### config.mk
export PLATFORM = sky130hd
export DESIGN_NAME = lcd_window_ctrl
export DESIGN_NICKNAME = d
export VERILOG_FILES = /design/src/rtl/lcd_ctrl_pkg.sv /design/src/rtl/lcd_win_addr.sv /design/src/rtl/lcd_window_ctrl.sv
export SDC_FILE = /design/constraint.sdc
export NUM_CORES = 1
export LEC_CHECK = 0
export ABC_AREA = 1
export BUFFER_PORTS_ARGS = -buffer_cell sky130_fd_sc_hd__clkbuf_2
export CORE_MARGIN = 8
export CORE_UTILIZATION = 35
export DETAILED_ROUTE_END_ITERATION = 10
export PLACE_DENSITY = 0.6
export REMOVE_ABC_BUFFERS = 1
export SYNTH_ARGS = -nofsm -noshare
export SYNTH_HDL_FRONTEND = slang
export SYNTH_HIERARCHICAL = 1
export SYNTH_SLANG_ARGS = --single-unit
### constraint.sdc
create_clock -name clk -period 2.3 [get_ports clk]
set_input_delay 0.46 -clock clk [delete_from_list [all_inputs] [get_ports clk]]
set_output_delay 0.46 -clock clk [all_outputs]
set_load 0.05 [all_outputs]
### src/rtl/lcd_ctrl_pkg.sv
// Shared command encodings, FSM states and defaults for the LCD window controller.
package lcd_ctrl_pkg;

  localparam int unsigned DW_DEFAULT = 8;

  typedef enum logic [2:0] {
    CMD_REFRESH  = 3'd0,
    CMD_LOAD     = 3'd1,
    CMD_ZOOM_IN  = 3'd2,
    CMD_ZOOM_OUT = 3'd3,
    CMD_RIGHT    = 3'd4,
    CMD_LEFT     = 3'd5,
    CMD_UP       = 3'd6,
    CMD_DOWN     = 3'd7
  } cmd_e;

  typedef enum logic [1:0] {
    ST_IDLE    = 2'd0,
    ST_LOAD    = 2'd1,
    ST_UPDATE  = 2'd2,
    ST_REFRESH = 2'd3
  } state_e;

endpackage

### src/rtl/lcd_win_addr.sv
// Maps (zoom mode, origin, window col/row) to frame buffer address(es).
// With LCD_WINDOW_AVG_EN the full 2x2 address set of the zoomed-out block is produced.
module lcd_win_addr #(
  parameter int unsigned WIN_W = 4,
  parameter int unsigned WIN_H = 4,
  localparam int unsigned ImgW = 2 * WIN_W,
  localparam int unsigned ImgH = 2 * WIN_H,
  localparam int unsigned XW   = $clog2(ImgW),
  localparam int unsigned YW   = $clog2(ImgH),
  localparam int unsigned CW   = (WIN_W > 1) ? $clog2(WIN_W) : 1,
  localparam int unsigned RW   = (WIN_H > 1) ? $clog2(WIN_H) : 1,
  localparam int unsigned AW   = $clog2(ImgW * ImgH)
) (
  input  logic          zoomed_i,
  input  logic [XW-1:0] x_i,
  input  logic [YW-1:0] y_i,
  input  logic [CW-1:0] col_i,
  input  logic [RW-1:0] row_i,
  output logic [AW-1:0] addr_o
`ifdef LCD_WINDOW_AVG_EN
  ,
  output logic [AW-1:0] addr01_o,
  output logic [AW-1:0] addr10_o,
  output logic [AW-1:0] addr11_o
`endif
);

  logic [AW-1:0] zin_row, zin_col, zout_row, zout_col, zin_addr, zout_addr;

  assign zin_row   = AW'(y_i) + AW'(row_i);
  assign zin_col   = AW'(x_i) + AW'(col_i);
  assign zout_row  = AW'(row_i) << 1;
  assign zout_col  = AW'(col_i) << 1;
  assign zin_addr  = zin_row * AW'(ImgW) + zin_col;
  assign zout_addr = zout_row * AW'(ImgW) + zout_col;
  assign addr_o    = zoomed_i ? zin_addr : zout_addr;

`ifdef LCD_WINDOW_AVG_EN
  assign addr01_o = zout_addr + AW'(1);
  assign addr10_o = zout_addr + AW'(ImgW);
  assign addr11_o = zout_addr + AW'(ImgW + 1);
`endif

endmodule

### src/rtl/lcd_window_ctrl.sv
// Frame-buffered LCD window controller: LOAD a frame, stream a zoomed/decimated window.
// Define LCD_WINDOW_AVG_EN for 2x2 averaging in zoomed-out mode instead of decimation.
module lcd_window_ctrl
  import lcd_ctrl_pkg::*;
#(
  parameter int unsigned DW    = DW_DEFAULT,
  parameter int unsigned WIN_W = 4,
  parameter int unsigned WIN_H = 4
) (
  input  logic          clk,
  input  logic          reset_n,
  input  logic [2:0]    cmd,
  input  logic          cmd_valid,
  input  logic [DW-1:0] datain,
  output logic [DW-1:0] dataout,
  output logic          output_valid,
  output logic          busy
);

  localparam int unsigned ImgW = 2 * WIN_W;
  localparam int unsigned ImgH = 2 * WIN_H;
  localparam int unsigned NPix = ImgW * ImgH;
  localparam int unsigned XW   = $clog2(ImgW);
  localparam int unsigned YW   = $clog2(ImgH);
  localparam int unsigned CW   = (WIN_W > 1) ? $clog2(WIN_W) : 1;
  localparam int unsigned RW   = (WIN_H > 1) ? $clog2(WIN_H) : 1;
  localparam int unsigned AW   = $clog2(NPix);
  localparam int unsigned XMax = ImgW - WIN_W;
  localparam int unsigned YMax = ImgH - WIN_H;

  state_e        state_q, state_d;
  cmd_e          cmd_q, cmd_d;
  logic          zoomed_q, zoomed_d;
  logic [XW-1:0] x_q, x_d;
  logic [YW-1:0] y_q, y_d;
  logic [AW-1:0] load_cnt_q, load_cnt_d;
  logic [CW-1:0] col_q, col_d;
  logic [RW-1:0] row_q, row_d;
  logic [DW-1:0] dout_q, dout_d;
  logic          valid_q, valid_d;
  logic          busy_q, busy_d;
  logic          fb_we;
  logic [DW-1:0] fb_q [NPix];

  logic          accept, load_last, win_last;
  logic [AW-1:0] addr;
  logic [DW-1:0] pix;

  assign accept    = (state_q == ST_IDLE) && cmd_valid && !busy_q;
  assign load_last = (load_cnt_q == AW'(NPix - 1));
  assign win_last  = (col_q == CW'(WIN_W - 1)) && (row_q == RW'(WIN_H - 1));

`ifdef LCD_WINDOW_AVG_EN
  localparam int unsigned SW = DW + 2;
  logic [AW-1:0] addr01, addr10, addr11;
  logic [SW-1:0] avg_sum;

  lcd_win_addr #(.WIN_W(WIN_W), .WIN_H(WIN_H)) u_addr (
    .zoomed_i (zoomed_q),
    .x_i      (x_q),
    .y_i      (y_q),
    .col_i    (col_q),
    .row_i    (row_q),
    .addr_o   (addr),
    .addr01_o (addr01),
    .addr10_o (addr10),
    .addr11_o (addr11)
  );

  // Round-half-up mean of the 2x2 block; the DW+2 bit sum cannot overflow.
  assign avg_sum = SW'(fb_q[addr]) + SW'(fb_q[addr01]) + SW'(fb_q[addr10])
                 + SW'(fb_q[addr11]) + SW'(2);
  assign pix     = zoomed_q ? fb_q[addr] : avg_sum[SW-1:2];
`else
  lcd_win_addr #(.WIN_W(WIN_W), .WIN_H(WIN_H)) u_addr (
    .zoomed_i (zoomed_q),
    .x_i      (x_q),
    .y_i      (y_q),
    .col_i    (col_q),
    .row_i    (row_q),
    .addr_o   (addr)
  );

  assign pix = fb_q[addr];
`endif

  always_ff @(posedge clk or negedge reset_n) begin
    if (!reset_n) state_q <= ST_IDLE;
    else          state_q <= state_d;
  end

  always_comb begin
    state_d = state_q;
    unique case (state_q)
      ST_IDLE: begin
        if (accept) begin
          if (cmd == CMD_LOAD)         state_d = ST_LOAD;
          else if (cmd == CMD_REFRESH) state_d = ST_REFRESH;
          else                         state_d = ST_UPDATE;
        end
      end
      ST_LOAD:    if (load_last) state_d = ST_REFRESH;
      ST_UPDATE:  state_d = ST_REFRESH;
      ST_REFRESH: if (win_last) state_d = ST_IDLE;
      default:    state_d = ST_IDLE;
    endcase
  end

  always_comb begin
    cmd_d      = cmd_q;
    zoomed_d   = zoomed_q;
    x_d        = x_q;
    y_d        = y_q;
    load_cnt_d = load_cnt_q;
    col_d      = col_q;
    row_d      = row_q;
    dout_d     = dout_q;
    valid_d    = valid_q;
    busy_d     = busy_q;
    fb_we      = 1'b0;
    unique case (state_q)
      ST_IDLE: begin
        // busy still high on the first idle cycle, so a command can't sneak in there
        valid_d = 1'b0;
        busy_d  = accept;
        if (accept) begin
          cmd_d      = cmd_e'(cmd);
          load_cnt_d = '0;
          col_d      = '0;
          row_d      = '0;
        end
      end
      ST_LOAD: begin
        fb_we      = 1'b1;
        load_cnt_d = load_cnt_q + AW'(1);
        if (load_last) begin
          zoomed_d = 1'b0;
          x_d      = '0;
          y_d      = '0;
        end
      end
      ST_UPDATE: begin
        case (cmd_q)
          CMD_ZOOM_IN: begin
            zoomed_d = 1'b1;
            x_d      = XW'(XMax / 2);
            y_d      = YW'(YMax / 2);
          end
          CMD_ZOOM_OUT: begin
            zoomed_d = 1'b0;
            x_d      = '0;
            y_d      = '0;
          end
          CMD_RIGHT: if (zoomed_q && x_q < XW'(XMax)) x_d = x_q + XW'(1);
          CMD_LEFT:  if (zoomed_q && x_q != '0)       x_d = x_q - XW'(1);
          CMD_UP:    if (zoomed_q && y_q != '0)       y_d = y_q - YW'(1);
          CMD_DOWN:  if (zoomed_q && y_q < YW'(YMax)) y_d = y_q + YW'(1);
          default: ;
        endcase
      end
      ST_REFRESH: begin
        valid_d = 1'b1;
        dout_d  = pix;
        if (col_q == CW'(WIN_W - 1)) begin
          col_d = '0;
          row_d = row_q + RW'(1);
        end else begin
          col_d = col_q + CW'(1);
        end
      end
      default: ;
    endcase
  end

  always_ff @(posedge clk or negedge reset_n) begin
    if (!reset_n) begin
      cmd_q      <= CMD_REFRESH;
      zoomed_q   <= 1'b0;
      x_q        <= '0;
      y_q        <= '0;
      load_cnt_q <= '0;
      col_q      <= '0;
      row_q      <= '0;
      dout_q     <= '0;
      valid_q    <= 1'b0;
      busy_q     <= 1'b0;
    end else begin
      cmd_q      <= cmd_d;
      zoomed_q   <= zoomed_d;
      x_q        <= x_d;
      y_q        <= y_d;
      load_cnt_q <= load_cnt_d;
      col_q      <= col_d;
      row_q      <= row_d;
      dout_q     <= dout_d;
      valid_q    <= valid_d;
      busy_q     <= busy_d;
    end
  end

  // Frame buffer is deliberately left out of reset so a frame survives an abort.
  always_ff @(posedge clk) begin
    if (fb_we) fb_q[load_cnt_q] <= datain;
  end

  assign dataout      = dout_q;
  assign output_valid = valid_q;
  assign busy         = busy_q;

endmodule

Word-level counts from Yosys, hierarchy flattened --
Memory sizes are Yosys's and may differ from the RTL's. A register that Yosys moved wholly into a read port is not among the register bits. Index checks and enable logic that the tools add are counted.
Word-level totals: memory bits (writable) 512, output and inout bits 10, input port bits 14, memory bits (read-only) 0, flip-flop bits (word level) 24, logic and storage cells 102, bits in latches 0, memories 1
Memories:
- fb_q | words 64, width 8, read ports 1, clocked after memory_dff 1, wr ports 1, line lcd_window_ctrl.sv:43 | logic [DW-1:0] fb_q [NPix];
Operators by class: bitwise gates (word level) 0, $add $sub $neg 11, shifts and indexed selects 0, reduce and logical (&&, ||, !) cells 24, divide/modulo/power cells 0, eq/ne operators 24, muxes and demuxes 30, order comparisons 2, $mul 0
Operator list (count):
- 3-bit case mux with 4 select lines | 2
- 3-bit two-way mux | 5
- 2-bit two-way mux | 7
- 3-bit == test (second input constant) | 4
- 6-bit two-way mux | 2
- 3-bit != test (second input constant) | 4
- 3-bit case mux with 2 select lines | 2
- 6-bit case mux with 2 select lines | 1
- 5-bit AND reduction | 2
- 3-bit AND reduction | 3
- 2-bit == test (second input constant) | 4
- 2-bit != test (second input constant) | 4
- 2-bit case mux with 2 select lines | 2
- 2-bit case mux with 4 select lines | 1
- 1-bit logical AND | 7
- 3-bit by 1-bit adder with 3-bit output (second input constant) | 2
- 6-bit by 1-bit adder with 6-bit output (second input constant) | 1
- 6-bit by 3-bit adder with 6-bit output | 1
- 6-bit adder | 1
- 3-bit by 2-bit == test with 1-bit output (second input constant) | 2
- 6-bit == test (second input constant) | 1
- 3-bit less-than comparator (second input constant) | 2
- 1-bit case mux with 2 select lines | 3
- 2-bit AND reduction | 3
- 15 further kinds | 25

Longest topological paths before layout --
Gate-level depths: netlist of run 1.
depth in word-level cells 5, mapped depth 17, gate-level depth less buffers 14

Hierarchy --
The synthesis of run 1 kept the hierarchy.
Modules (own cells, without submodules):
- lcd_window_ctrl | area an instance 22743.1 sq um, cells each 1986, times used 1, sequential area each 16175.5 sq um
- lcd_win_addr | area an instance 266.5 sq um, cells each 49, times used 1, sequential area each 0.0 sq um

Worst setup path after synthesis of run 1 --
OpenSTA, ideal clock, no wires.
path type flip-flop to flip-flop, start register col_q[0], end register dout_q[0], in the netlist dataout[0], read port of fb_q, cell stages (with the launch flop) 16, arrival time 2.300 ns, required time 2.234 ns, clock period less this slack 2.365 ns, slack -0.065 ns, buffers on the path 2, library setup time 0.066 ns, cells stage by stage dfrtp_1 ha_1 inv_1 fa_1 xor2_1 o21ai_0 clkbuf_1 buf_2 nand3_1 nand3_1 nand2_1 nand2_1 nand3_1 nand2_1 nand2_1 nand2_1
On the way: longest elaborated chain between the ends 3, elaborated cells on any way between the ends 4, those cells by class add/sub (3); mux (1)
Ends and longest elaborated chain:
- start, declared | line lcd_window_ctrl.sv:37 | logic [CW-1:0] col_q, col_d;
- start signal, assigned | line lcd_window_ctrl.sv:193 | col_q <= col_d;
- 3-bit by 2-bit adder with 4-bit output | line lcd_win_addr.sv:31 | assign zin_col = AW'(x_i) + AW'(col_i);
- 6-bit adder | line lcd_win_addr.sv:34 | assign zin_addr = zin_row * AW'(ImgW) + zin_col;
- 6-bit two-way mux (*) | line lcd_win_addr.sv:36 | assign addr_o = zoomed_i ? zin_addr : zout_addr;
- via addr[2] | line lcd_window_ctrl.sv:46 | logic [AW-1:0] addr;
- end, declared | line lcd_window_ctrl.sv:39 | logic [DW-1:0] dout_q, dout_d;
Mark *: on every way through the listed nets, which the timed path passes. The rest lies on a longest branch. A chain may end at the register's enable or synchronous reset.

Worst setup path after layout of run 1 --
start register x_q[0], end register dout_q[4], in the netlist dataout[4], read port of fb_q
On the way: longest elaborated chain between the ends 3
Ends and longest elaborated chain:
- start, declared | line lcd_window_ctrl.sv:34 | logic [XW-1:0] x_q, x_d;
- start signal, assigned | line lcd_window_ctrl.sv:179 | x_q <= '0;
- start signal, assigned | line lcd_window_ctrl.sv:190 | x_q <= x_d;
- 3-bit by 2-bit adder with 4-bit output | line lcd_win_addr.sv:31
- 6-bit adder | line lcd_win_addr.sv:34
- 6-bit two-way mux | line lcd_win_addr.sv:36
- via addr[1] | line lcd_window_ctrl.sv:46
The timed path passes the listed nets, and every way through them passes these cells.

==> results of run 1 <==
## logic make-up (layout without fill, tap and decap cells)
group,Yosys count,after routing,synth area share
flip-flops,544,544,0.703
buffers and inverters,175,376,0.0420
AO/OA/AOI/OAI,39,39,0.0101
AND/OR/NAND/NOR,1254,1254,0.233
XOR/XNOR,8,8,0.00305
adder cells (fa/ha/maj),15,15,0.00914
## layout make-up
cell class	count	share of cell area
Clock buffer	66	0.0496
Clock inverter	35	0.0186
Inverter	62	0.00895
Multi-Input combinational cell	1316	0.236
Sequential cell	544	0.562
Tap cell	864	0.0375
Timing Repair Buffer	213	0.0881
## cells in the mapped netlist, drive strengths merged, types with 2 or more instances
library cell / instances
a21oi: 6
a31oi: 2
buf: 99
clkbuf: 14
dfrtp: 32
edfxtp: 512
fa: 3
ha: 12
inv: 62
nand2: 678
nand3: 482
nand4: 2
nor2: 89
o21ai: 23
o31ai: 4
or2: 2
xnor2: 2
xor2: 6
## critical path: stages (launching register included)
cell and delay [ns]:
dfrtp_1 0.39, ha_2 0.20, inv_2 0.05, fa_2 0.44, o21ai_4 0.18, buf_12 0.16, inv_12 0.05, buf_12 0.14
buf_8 0.14, buf_8 0.13, nand3_2 0.07, nand3_2 0.07, nand3_2 0.10, nand2_2 0.06, nand2_1 0.07, nand3_1 0.08
nand2_1 0.08, nand2_1 0.05, nand2_1 0.08
## stage by stage
stage	total power, mW	setup slack, ns	std cells	setup TNS (ns)	hold slack (ns)
2_1_floorplan	16.5	-12.11	1922	-96.91	0.164
3_3_place_gp	20.9	-0.454	2966	-3.20	0.479
3_5_place_dp	21.0	-0.480	2966	-3.45	0.483
4_1_cts	33.2	-0.279	3097	-2.17	0.102
5_1_grt	35.1	-0.398	3100	-3.05	0.116
6_report	33.7	-0.327	3100	-2.27	0.132
## cell usage in the layout, fill, tap and decap left out, drive strengths merged, types with 4 or more instances in the layout
| cell type | n |
|---|---|
| nand2 | 678 |
| edfxtp | 512 |
| nand3 | 482 |
| buf | 186 |
| clkbuf | 91 |
| nor2 | 89 |
| inv | 65 |
| dfrtp | 32 |
| o21ai | 23 |
| clkinv | 16 |
| bufinv | 13 |
| ha | 12 |
| a21oi | 6 |
| xor2 | 6 |
| o31ai | 4 |
## worst max-delay path by stage
stage | from | to | slack, ns
CTS | col_q[0] | dataout[4] | -0.28
global placement | x_q[0] | dataout[1] | -0.45
finish | x_q[0] | dataout[4] | -0.33
global route | x_q[0] | dataout[6] | -0.40
floorplan | x_q[0] | dataout[0] | -12.11
detailed placement | x_q[0] | dataout[5] | -0.48
## power breakdown
group,switching [mW],internal [mW]
Sequential,0.301,11.2
Combinational,7.65,4.79
Clock,3.84,5.91
## metal layers
layer  global-route usage  vias to the layer above  wire (um)
met1                0.231                     7976      27300
met4               0.0611                        0       2240
met2                0.275                      619      30200
li1                     -                     7407          -
met5                    0                        -          0
met3               0.0242                      104       4350
## state kept, by name, summed over array words and instances (netlist names)
signal and count:
y_q 3, zoomed_q 1, dataout 8, row_q 2, state_q 2, busy 1
cmd_q 3, x_q 3, load_cnt_q 6, fb_q 512, output_valid 1, col_q 2
## what timing repair did
action | 4_1_cts | 5_1_grt
gates cloned | 15 | 2
setup buffers | 14 | 2
pin swaps | 47 | 44
endpoints found under the hold margin | 32 | 0
endpoints found under the setup margin | 8 | 8
gates resized for setup | 164 | 68
hold buffers | 1 | 0
==> metrics.txt, run 1 <==
Synth async-reset ratio=0.0588; area grow syn2layout=25.2%; fin nets=2221; port bufs=23; Slew @ Worst Pin=0.680 ns; CTS tree=built; multi-input gate area in the final layout=roughly 0.0068 sq mm; dpl hpwl=37.5 mm; CTS sink cnt=544; HP Class=primary input to flip-flop; Seq/Total Area, Yosys=0.703; post-synth cell types=35; cells after synthesis=2035; clk_lat worst skew=between 0.6 and 0.7 ns; die width=~270 um; Synth top area share=0.668; Area after DPL=0.0252 sq mm; final wirelength=64.1 mm; first-pass GRT wire length=97.6 mm; Startpoint Class=flip-flop; Antenna Violating Nets Remaining=0; Site Rows=94; Worst setup EP type=flip-flop; hold depth=3; # H-tree levels=2; Worst Hold Path EP=cmd_q[2]; core area=between 0.06 and 0.07 sq mm; Starting Density=0.352; largest fanout on the critical path=7; Crit Path Class=flip-flop to flip-flop; Worst EP required=2.84 ns; post-route cell area=0.0288 sq mm; r2r endpoint=dataout[4]; FF+latch count, synth=between 500 and 600; EDFF count, synth=512; io pins=24; arrival time at the worst endpoint=3.16 ns; worst r2r src=x_q[0]; Final WS setup=-0.327 ns; fmax=381 MHz; Final min period=2.63 ns; Peak supply drop=a little over 800 uV; HP Start=cmd[2]; Max-Cap Viols=0; status=finished with violations; failing checks=setup timing; CTS Root Cell=clkbuf_16; FF-to-FF path depth=18; Setup Skew=0.0241 ns; share of post-route cells with drive strength above 1=0.221; clock transition at the registers of the reported paths=0.06 ns; Hold Violations, Final=0; Total Routing Usage GR=0.169; Primary FF master, synth=edfxtp_1; fin. max-slew vios=0; First-pass DRT Iterations=6; RSZ-0062 raised after global routing=true; register area=0.0162 sq mm; Static Leak=10.7 nW; Via density=5.20; area of the mapped netlist=0.0230 sq mm; initial antenna violation count=0; Starting DRT DRC Count=1656; flop2flop setup slack=-0.33 ns; largest net degree at the start of global routing=71; via count of the routed design=16.1k; Filler cells=roughly 6.0k; global route overflow=0; die height=~270 um; Area contributors post-synth=edfxtp_1 67%, nand2_1 11%, nand3_1 10%; period utilisation layout=1.14; Clock Path Buffers=3; antenna diode count=0; WL/cell=20.7 um; CTS buffer count=55; pwr dens=between 1000 and 1500 mW/mm^2; routability cong.=0.841; fin util=0.441; Syn. warnings=6; Total Die Area=0.0742 sq mm; Max transition margin=0.547; final setup fails=8; Post-route DRC=0; Mapped Avg Cell Area=11.3 sq um; cell taking the most area after synthesis=edfxtp_1; number of global-route vias before repair=15.8k
(Power assumes the default switching activity.)
==> run 2, diff against run 1 <==
--- a/config.mk
+++ b/config.mk
@@ -5,7 +5,6 @@
 export SDC_FILE = /design/constraint.sdc
 export NUM_CORES = 1
 export LEC_CHECK = 0
-export ABC_AREA = 1
 export BUFFER_PORTS_ARGS = -buffer_cell sky130_fd_sc_hd__clkbuf_2
 export CORE_MARGIN = 8
 export CORE_UTILIZATION = 35
==> run 2 against run 1 <==
Against the previous run:
- the run still ends with setup timing left
- synthesized area is 4.9% lower
- flip-flop and latch count stayed put
- utilization is 0.40 points lower
- total power is 2.8% lower
- wire length is 19% lower
- global-route usage is 2.4 points lower
- clock skew is 0.0069 ns lower
==> metrics.txt, run 2 <==
status=finished with violations; failing checks=setup timing; first-pass GRT wire length=77.4 mm (-21%); Via density=5.13 (-1.3%); area of the mapped netlist=0.0219 sq mm (-4.9%); antenna diode count=0 (unchanged); # H-tree levels=2 (unchanged); Starting DRT DRC Count=967 (-42%); initial antenna violation count=0 (unchanged); Slew @ Worst Pin=0.763 ns (+0.0837 ns); clk_lat worst skew=0.61 ns (about the same); CTS buffer count=55 (unchanged); largest net degree at the start of global routing=65 (-8.5%); Synth async-reset ratio=0.0588 (unchanged); Setup Skew=0.0172 ns (-0.00692 ns); die height=266 um (-2.4%); max reg flops=512 (unchanged); HP Class=primary input to flip-flop; Max transition margin=0.491 (-0.0558); Crit Path Class=flip-flop to flip-flop; Final WS setup=-0.736 ns (-0.409 ns); die width=266 um (-2.4%); post-synth cell types=50 (+43%); share of post-route cells with drive strength above 1=0.384 (+0.162); CTS sink cnt=544 (unchanged); Total Die Area=0.0707 sq mm (-4.7%); Hold Violations, Final=0 (unchanged); Site Rows=91 (-3.2%); Filler cells=5339 (-11%); global route overflow=0 (unchanged); Total Routing Usage GR=0.146 (-0.0236); final wirelength=52.1 mm (-19%); Seq/Total Area, Yosys=0.740 (+0.0366); fmax=329 MHz (-13%); largest fanout on the critical path=9 (+2); Primary FF master, synth=edfxtp_1; Post-route DRC=0 (unchanged); WL/cell=23.7 um (+14%); most common cell after layout, fill and taps aside=edfxtp_1; Final min period=3.04 ns (+0.409 ns); register with the most flip-flops=fb_q; CP cell instances=ha_2, inv_2, fa_2, xnor2_1, nand2_1, o21ai_4, buf_12, buf_12, clkbuf_16, mux4_2, mux2_2, a221oi_2, o221ai_2; most common cell in the netlist=edfxtp_1; fin nets=1349 (-39%); routability cong.=0.830 (-1.3%); Synth top area share=0.703 (+0.0347); CP bufs+invs=4 (-2); Starting Density=0.354 (+0.00256); synth cell count leaders=512 x edfxtp_1, 120 x mux4_2, 81 x nor2_1; io pins=24 (unchanged); Area after DPL=0.0242 sq mm (-3.7%); Startpoint Class=flip-flop; Worst setup EP type=flip-flop; via count of the routed design=11.3k (-30%); final setup fails=8 (unchanged); Antenna Violating Nets Remaining=0 (unchanged); First-pass DRT Iterations=4 (-2); cells after synthesis=1118 (-45%); Area contributors post-synth=edfxtp_1 70%, mux4_2 12%, dfrtp_1 3.7%; clock transition at the registers of the reported paths=0.06 ns (about the same); CTS Root Cell=clkbuf_16; area grow syn2layout=23.2%; CP top delay family=multiplexers; slowest CP cell=fa_2; arrival time at the worst endpoint=3.52 ns (+0.36 ns); core area=0.0617 sq mm (-5.6%); pwr dens=1220 mW/mm^2 (+3.9%); max incr delay on CP=0.39 ns (-0.05 ns); period utilisation layout=1.32 (+0.178); Worst EP required=2.78 ns (-0.06 ns); hold slack=0.109 ns (-0.0232 ns); Peak supply drop=784 uV (-3.7%); Static Leak=8.63 nW (-19%); port bufs=23 (unchanged); fin. max-slew vios=0 (unchanged); RSZ-0062 raised after global routing=true; CTS tree=built; FF+latch count, synth=544 (unchanged); dpl hpwl=33.0 mm (-12%); EDFF count, synth=512 (unchanged); Syn. warnings=6 (unchanged); cell taking the most area after synthesis=edfxtp_1; most used cell, CP=buf_12; Max-Cap Viols=0 (unchanged); flop2flop setup slack=-0.74 ns (-0.41 ns); Clock Path Buffers=3 (unchanged); number of global-route vias before repair=11.8k (-25%); post-route cell area=0.0269 sq mm (-6.5%); most frequent cells in the layout=512 x edfxtp_1, 145 x buf_4, 120 x mux4_2, 75 x nor2_1, 57 x clkbuf_16; Mapped Avg Cell Area=19.6 sq um (+73%)
==> run 2: changes by cell type after synthesis, sizes merged, moves of 37 or more <==
cell	previous run	this run
buf	99	36
nand3	482	19
nand2	678	30
mux2i	0	44
inv	62	25
mux2	0	39
mux4	0	120
==> run 2: worst reg2reg max path, stage by stage (launching register included) <==
cell and delay [ns]:
dfrtp_1 0.36, ha_2 0.19, inv_2 0.04, fa_2 0.39, xnor2_1 0.13, nand2_1 0.10
o21ai_4 0.13, buf_12 0.19, buf_12 0.15, clkbuf_16 0.17, mux4_2 0.34, mux2_2 0.30
a221oi_2 0.29, o221ai_2 0.13
==> run 2: what timing repair did <==
action / 4_1_cts / 5_1_grt
cloned: 3 / 3
buffers inserted: 9 / 3
hold endpoints to repair: 32 / 0
pin swaps: 13 / 18
resized for setup: 85 / 49
endpoints found under the setup margin: 72 / 124
hold buffers: 1 / 0
==> run 2: cells by family (layout without fill, tap and decap cells) <==
group,after synthesis,count (layout),synth area share
flops,544,544,0.740
mux,203,203,0.164
simple gates,175,176,0.0365
compound gates,90,90,0.0303
buf+inv,85,329,0.0178
fa+ha+maj,15,15,0.00961
xor+xnor,6,6,0.00240
==> run 2: per-layer routing <==
metal / track usage / up-vias / routed length, um
li1: - / 4950 / -
met1: 0.198 / 5939 / 22600
met2: 0.232 / 317 / 24900
met3: 0.0339 / 72 / 3260
met4: 0.0439 / 0 / 1340
met5: 0 / - / 0
==> run 2: power breakdown <==
part,switching (mW),internal (mW)
registers,0.304,11.2
clock network,3.72,5.05
logic,6.47,6.02
total,10.5,22.2
==> run 2: cell type report <==
type	count	area, sq um	share of cell area
Clock buffer	65	1410	0.0525
Clock inverter	35	328	0.0122
Inverter	25	93.8	0.00348
Multi-Input combinational cell	490	5970	0.222
Sequential cell	544	16200	0.601
Tap cell	837	1050	0.0389
Timing Repair Buffer	204	1900	0.0707
==> run 2: worst paths after layout <==
check | endpoint | cells after the start | start
setup / recovery | dataout[3] | 13 | x_q[0]
hold / removal | cmd_q[2] | 2 | cmd[2]
setup reg to reg | dataout[3] | 13 | x_q[0]
hold reg to reg | output_valid | 1 | output_valid
max in group asynchronous | dataout[0] | 3 | reset_n
min in group asynchronous | x_q[2] | 3 | reset_n
==> run 2: per-stage QoR <==
step	setup TNS, ns	util	cells	setup WS, ns	total power [mW]
2_1_floorplan	-100.37	-	1058	-12.38	16.7
3_3_place_gp	-8.44	0.393	2087	-1.08	21.7
3_5_place_dp	-9.16	0.393	2087	-1.07	21.8
4_1_cts	-5.62	0.431	2198	-0.735	32.1
5_1_grt	-6.43	0.436	2200	-0.836	34.0
6_report	-5.69	0.436	2200	-0.736	32.7
